--- src/rtl/mem_access_stage.sv ---
// MEM pipeline stage: runs loads/stores over a single-outstanding data bus, checks alignment,
// aborts on a wait-cycle timeout and registers the MEM/WB outputs.
module mem_access_stage #(
  parameter int unsigned TIMEOUT = 16
) (
  input  logic        clk,
  input  logic        reset_n,
  input  logic [1:0]  WB,
  input  logic        mem_read,
  input  logic        mem_write,
  input  logic [1:0]  mem_size,
  input  logic        mem_unsigned,
  input  logic [31:0] ALU_result,
  input  logic [31:0] write_data,
  input  logic [4:0]  RegDst_address,
  output logic        bus_req,
  output logic        bus_we,
  output logic [31:0] bus_addr,
  output logic [3:0]  bus_be,
  output logic [31:0] bus_wdata,
  input  logic        bus_ack,
  input  logic [31:0] bus_rdata,
  output logic        stall,
  output logic [1:0]  _WB,
  output logic [31:0] _read_data,
  output logic [31:0] _ALU_result,
  output logic [4:0]  _RegDst_address,
  output logic        mem_exception,
  output logic        bus_error
);

  typedef enum logic {StIdle, StBus} state_e;

  state_e      r_state;
  logic [7:0]  r_cnt;
  logic [1:0]  r_wb;
  logic [31:0] r_alu;
  logic [4:0]  r_rd;
  logic [1:0]  r_size;
  logic        r_unsigned;
  logic        r_is_load;

  logic        w_mem_op;
  logic        w_misalign;
  logic        w_fault;
  logic        w_start;
  logic        w_timeout;
  logic [3:0]  w_be;
  logic [31:0] w_wdata;
  logic [7:0]  w_byte;
  logic [15:0] w_half;
  logic [31:0] w_load;

  assign w_mem_op   = mem_read | mem_write;
  assign w_misalign = ((mem_size == 2'b01) & ALU_result[0]) |
                      ((mem_size == 2'b10) & (|ALU_result[1:0]));
  assign w_fault    = w_mem_op & (w_misalign | (mem_size == 2'b11) | (mem_read & mem_write));
  assign w_start    = w_mem_op & ~w_fault;
  assign w_timeout  = (r_cnt == 8'(TIMEOUT - 1));

  // Stall is gated by reset so upstream never freezes while the stage is held in reset.
  assign stall = reset_n & (((r_state == StIdle) & w_start) | ((r_state == StBus) & ~bus_ack));

  always_comb begin
    w_be    = 4'b1111;
    w_wdata = write_data;
    unique case (mem_size)
      2'b00: begin
        w_be    = 4'b0001 << ALU_result[1:0];
        w_wdata = {4{write_data[7:0]}};
      end
      2'b01: begin
        w_be    = ALU_result[1] ? 4'b1100 : 4'b0011;
        w_wdata = {2{write_data[15:0]}};
      end
      default: ;
    endcase
  end

  assign w_byte = bus_rdata[{r_alu[1:0], 3'b000} +: 8];
  assign w_half = r_alu[1] ? bus_rdata[31:16] : bus_rdata[15:0];

  always_comb begin
    w_load = bus_rdata;
    unique case (r_size)
      2'b00:   w_load = r_unsigned ? {24'b0, w_byte} : {{24{w_byte[7]}}, w_byte};
      2'b01:   w_load = r_unsigned ? {16'b0, w_half} : {{16{w_half[15]}}, w_half};
      default: ;
    endcase
  end

  always_ff @(posedge clk or negedge reset_n) begin
    if (!reset_n) begin
      r_state         <= StIdle;
      r_cnt           <= 8'd0;
      r_wb            <= 2'b0;
      r_alu           <= 32'b0;
      r_rd            <= 5'b0;
      r_size          <= 2'b0;
      r_unsigned      <= 1'b0;
      r_is_load       <= 1'b0;
      bus_req         <= 1'b0;
      bus_we          <= 1'b0;
      bus_addr        <= 32'b0;
      bus_be          <= 4'b0;
      bus_wdata       <= 32'b0;
      _WB             <= 2'b0;
      _read_data      <= 32'b0;
      _ALU_result     <= 32'b0;
      _RegDst_address <= 5'b0;
      mem_exception   <= 1'b0;
      bus_error       <= 1'b0;
    end else begin
      mem_exception <= 1'b0;
      bus_error     <= 1'b0;
      unique case (r_state)
        StIdle: begin
          if (w_start) begin
            r_state    <= StBus;
            r_cnt      <= 8'd0;
            r_wb       <= WB;
            r_alu      <= ALU_result;
            r_rd       <= RegDst_address;
            r_size     <= mem_size;
            r_unsigned <= mem_unsigned;
            r_is_load  <= mem_read;
            bus_req    <= 1'b1;
            bus_we     <= mem_write;
            bus_addr   <= {ALU_result[31:2], 2'b00};
            bus_be     <= w_be;
            bus_wdata  <= w_wdata;
            _WB        <= 2'b0;
          end else begin
            _WB             <= w_fault ? 2'b0 : WB;
            _ALU_result     <= ALU_result;
            _RegDst_address <= RegDst_address;
            _read_data      <= 32'b0;
            mem_exception   <= w_fault;
          end
        end
        StBus: begin
          if (bus_ack) begin
            r_state         <= StIdle;
            bus_req         <= 1'b0;
            bus_we          <= 1'b0;
            _WB             <= r_wb;
            _ALU_result     <= r_alu;
            _RegDst_address <= r_rd;
            _read_data      <= r_is_load ? w_load : 32'b0;
          end else if (w_timeout) begin
            r_state   <= StIdle;
            bus_req   <= 1'b0;
            bus_we    <= 1'b0;
            bus_error <= 1'b1;
            _WB       <= 2'b0;
          end else begin
            r_cnt <= r_cnt + 8'd1;
          end
        end
      endcase
    end
  end

endmodule

--- config.mk ---
export PLATFORM = sky130hd
export DESIGN_NAME = mem_access_stage
export DESIGN_NICKNAME = d
export VERILOG_FILES = /design/src/rtl/mem_access_stage.sv
export SDC_FILE = /design/constraint.sdc
export NUM_CORES = 1
export LEC_CHECK = 0
export BUFFER_PORTS_ARGS = -buffer_cell sky130_fd_sc_hd__buf_4
export CORE_MARGIN = 4
export CORE_UTILIZATION = 45
export CTS_CLUSTER_SIZE = 40
export DETAILED_ROUTE_END_ITERATION = 8
export GPL_ROUTABILITY_DRIVEN = 0
export PLACE_DENSITY = 0.81
export RECOVER_POWER = 25
export SLEW_MARGIN = 20
export SYNTH_ARGS = -nofsm -noshare
export SYNTH_HDL_FRONTEND = slang
export SYNTH_SLANG_ARGS = --single-unit
--- constraint.sdc ---
create_clock -name clk -period 4.8 [get_ports clk]
set_input_delay 0.48 -clock clk [delete_from_list [all_inputs] [get_ports clk]]
set_output_delay 0.48 -clock clk [all_outputs]
set_load 0.02 [all_outputs]
==> results.md <==
- Status: complete, no violations
- Hold Path Stages: 3
- Slew Limit Headroom: between 30% and 40%
- CP max FO: 32
- Crit path capture type: output port
- Syn Inst Count: 791
- Achievable frequency: roughly 350 MHz
- Root buf cell: clkbuf_16
- Crit-path cells: buf_4 > nor3_1 > o311ai_4 > nand2_2 > and2_1 > buf_4
- Post-route ant nets: 0
- Avg Cell Area, Syn: between 9 and 10 sq um
- Post-Place Cells: between 1000 and 1500
- Setup WS post-layout: about 2 ns
- FF+latch count, synth: approximately 160
- DP Wirelength: 14600 um
- Distinct cells, synth: 44
- Ports: approximately 260
- Worst vdd ir: about 0.26 mV
- Core ar.: around 17000 sq um
- Worst flop-to-flop path endpoint: _read_data[25]$_DFFE_PN0P_
- Number of synthesized flops with an enable pin: 0
- All-layer global routing usage: 21.8%
- CTS tree: done
- Vias in the first global route: about 6600
- Slowest cell delay on critical path: around 0.6 ns
- Number of buffers created by CTS: 17
- 1st-iter DRT viols: ~340
- Yosys top cell area share: between 50% and 60%
- CP bufs+invs: 2
- Nets: approximately 1100
- Mapped Area: 7730 sq um
- Leak: between 4 and 5 nW
- Reg clk slew, reported paths: around 0.060 ns
- Post-Route Skew: approximately 0.007 ns
- CP max-delay cell: nor3_1
- Clk_lat worst skew: 0.42 ns
- Grt total ovfl: 0
- Main synth FF type: dfrtp_1
- Multi-input logic area: 3170 sq um
- Synth area leader: dfrtp_1
- Largest net degree at the start of global routing: 108
- Hold path start: ALU_result[22]
- Period utilisation layout: 58.8%
- Cell Pwr Density: between 500 and 600 nW/um^2
- RSZ-0062 raised after global routing: false
- First-pass iteration count of the detailed router: 4
- Synthesis-to-layout area growth: 27.2%
- Hold WS: ~0.26 ns
- DP Worst Slack: 1.97 ns
- Detail-routed via count per cell: ~5.3
- Filler Cells Inserted: 1471
- Worst Setup SP: mem_size[0]
- First-pass GRT wire length: 34400 um
- Seq/Total Area, Yosys: a little over half
- Layout cell share with drive strength beyond 1: 23.5%
- Diode count: 0
- # port buffers: around 250
- Starting Density: 46.3%
- Final setup fails: 0
- Critical path class: in -> out
- Routed wire length: 21100 um
- Worst R2R Path Depth: 4
- CP most frequent cell: buf_4
- Critical Path AT: 2.34 ns
- DRC viols: 0
- Hold Path Sink: r_alu[22]$_DFFE_PN0P_
- Asr flop ratio synth: 100%
- Die area: just under 20000 sq um
- Max-cap violations: 0
- Worst Setup Start Kind: input pin
- Worst Hold Class: in -> reg
- H-tree Lvls: 4
- Cell family with most CP delay: simple AND/OR/NAND/NOR gates
- Setup TNS Final: 0 ns
- Die Wd: about 140 um
- Fin crit period: around 2.8 ns
- Final Hold Fails: 0
- Slew Limit Fails: 0
- Row count: 47
- Vias: around 6400
- Antenna violations before repair: 0
- R2r startpoint: r_alu[1]$_DFFE_PN0P_
- Drt wl/cell: 17.3 um
- Clk buf depth: 2
- Final cell count without fillers: around 1200
- Least-Margin Pin Slew: roughly 1.0 ns
- CTS sink cnt: 163
- CP required: 4.32 ns
- Setup slack, reg-to-reg: between 2 and 2.5 ns
- Storage element area: slightly above 4000 sq um
- YS warnings: 0
- Cts repair resizes: 0
- Top cells by area, synth: dfrtp_1 (53%), mux2i_1 (8.9%), nand2_1 (8.8%)
- Synth cell count leaders: nand2_1 (182), dfrtp_1 (163), o21ai_0 (122), mux2i_1 (69), buf_4 (35)
- Die Y: 139 um
- Most frequent cell after synthesis: nand2_1
[metal layers]
| metal | part of all wire, % | global-route usage (%) |
|---|---|---|
| met1 | 43 | 28.2 |
| met5 | 0 | 0 |
| met3 | 7.4 | 6.72 |
| met2 | 47 | 35.0 |
| met4 | 2.1 | 7.26 |
[where the power goes]
| group | total (mW) | internal (mW) | switching [mW] |
|---|---|---|---|
| logic | 1.68 | 0.628 | 1.05 |
| registers | 1.99 | 1.73 | 0.265 |
| clock network | 1.37 | 0.810 | 0.562 |
[placed cells by master (no fill, tap or decap), types with 5 or more instances in the layout]
master     Yosys  final
a221o_1       16     16
inv_1          5      5
buf_4         35    187
nor2b_1       11     10
nand3_1        6      6
mux2_2         8      8
a21oi_1       22     22
clkbuf_1      34     73
clkbuf_16      0     17
dfrtp_1      163    162
mux2i_1       69     69
o21ai_0      122    122
nor2_1        17     17
a32o_1         8      8
nand2_1      182    182
o2bb2ai_1      8      8
nand2b_1      20     20
[per-stage QoR]
step | utilization (%) | instance area [sq um] | total power, mW
global route | 58.9 | 9840 | 5.34
floorplan | - | 7730 | 3.11
detailed placement | 56.9 | 9500 | 3.83
CTS | 60.5 | 10100 | 5.22
finish | 58.9 | 9840 | 5.05
global placement | 56.9 | 9500 | 3.78
[layout make-up]
cell class                 instances  area share [%]
sequential                       163            41.5
multi-input combinational        536            32.2
timing repair buffer             261            17.2
clock buffer                      21            4.78
tap                              220            2.80
clock inverter                    11            1.28
inverter                           5           0.191
[how the worst max path moves through the flow]
| stage | to | slack [ns] | cells past startpoint |
|---|---|---|---|
| after detailed placement | stall | 1.97 | 6 |
| final | stall | 1.98 | 6 |
| after global routing | stall | 1.84 | 6 |
| after CTS | stall | 1.97 | 6 |
| after global placement | stall | 2.05 | 6 |
| after floorplan | stall | 2.57 | 5 |
[sequential cells by signal, summed over array words and instances (netlist names)]
| name | cells |
|---|---|
| bus_error | 1 |
| r_is_load | 1 |
| r_alu | 32 |
| _WB | 2 |
| bus_be | 4 |
| r_rd | 5 |
| r_unsigned | 1 |
| _ALU_result | 32 |
| _read_data | 32 |
| mem_exception | 1 |
| _RegDst_address | 5 |
| r_wb | 2 |
| r_state | 1 |
| r_cnt | 8 |
| bus_we | 1 |
| bus_wdata | 32 |
| bus_req | 1 |
| r_size | 2 |
[worst register-to-register path, delay by kind of cell (launching register included)]
kind / cells / cell delay (ns)
muxes: 1 / 0.25
DFF: 1 / 0.83
AOI/OAI and AO/OA: 2 / 1.08
and+or+nand+nor: 1 / 0.31
[kinds of logic after synthesis]
group / after synthesis / synth area share [%]
fa+ha+maj: 2 / 0.291
flops: 163 / 52.8
simple gates: 256 / 14.2
xor+xnor: 4 / 0.453
mux: 77 / 10.1
buf+inv: 93 / 6.47
compound gates: 195 / 15.7
other cells: 1 / 0.0485
[repair_timing]
action | 4_1_cts | 5_1_grt
setup endpoints to repair | 0 | 0
endpoints found under the hold margin | 44 | 0
buffers inserted | 0 | 0
hold buffers | 1 | 0
(Power assumes the default switching activity.)
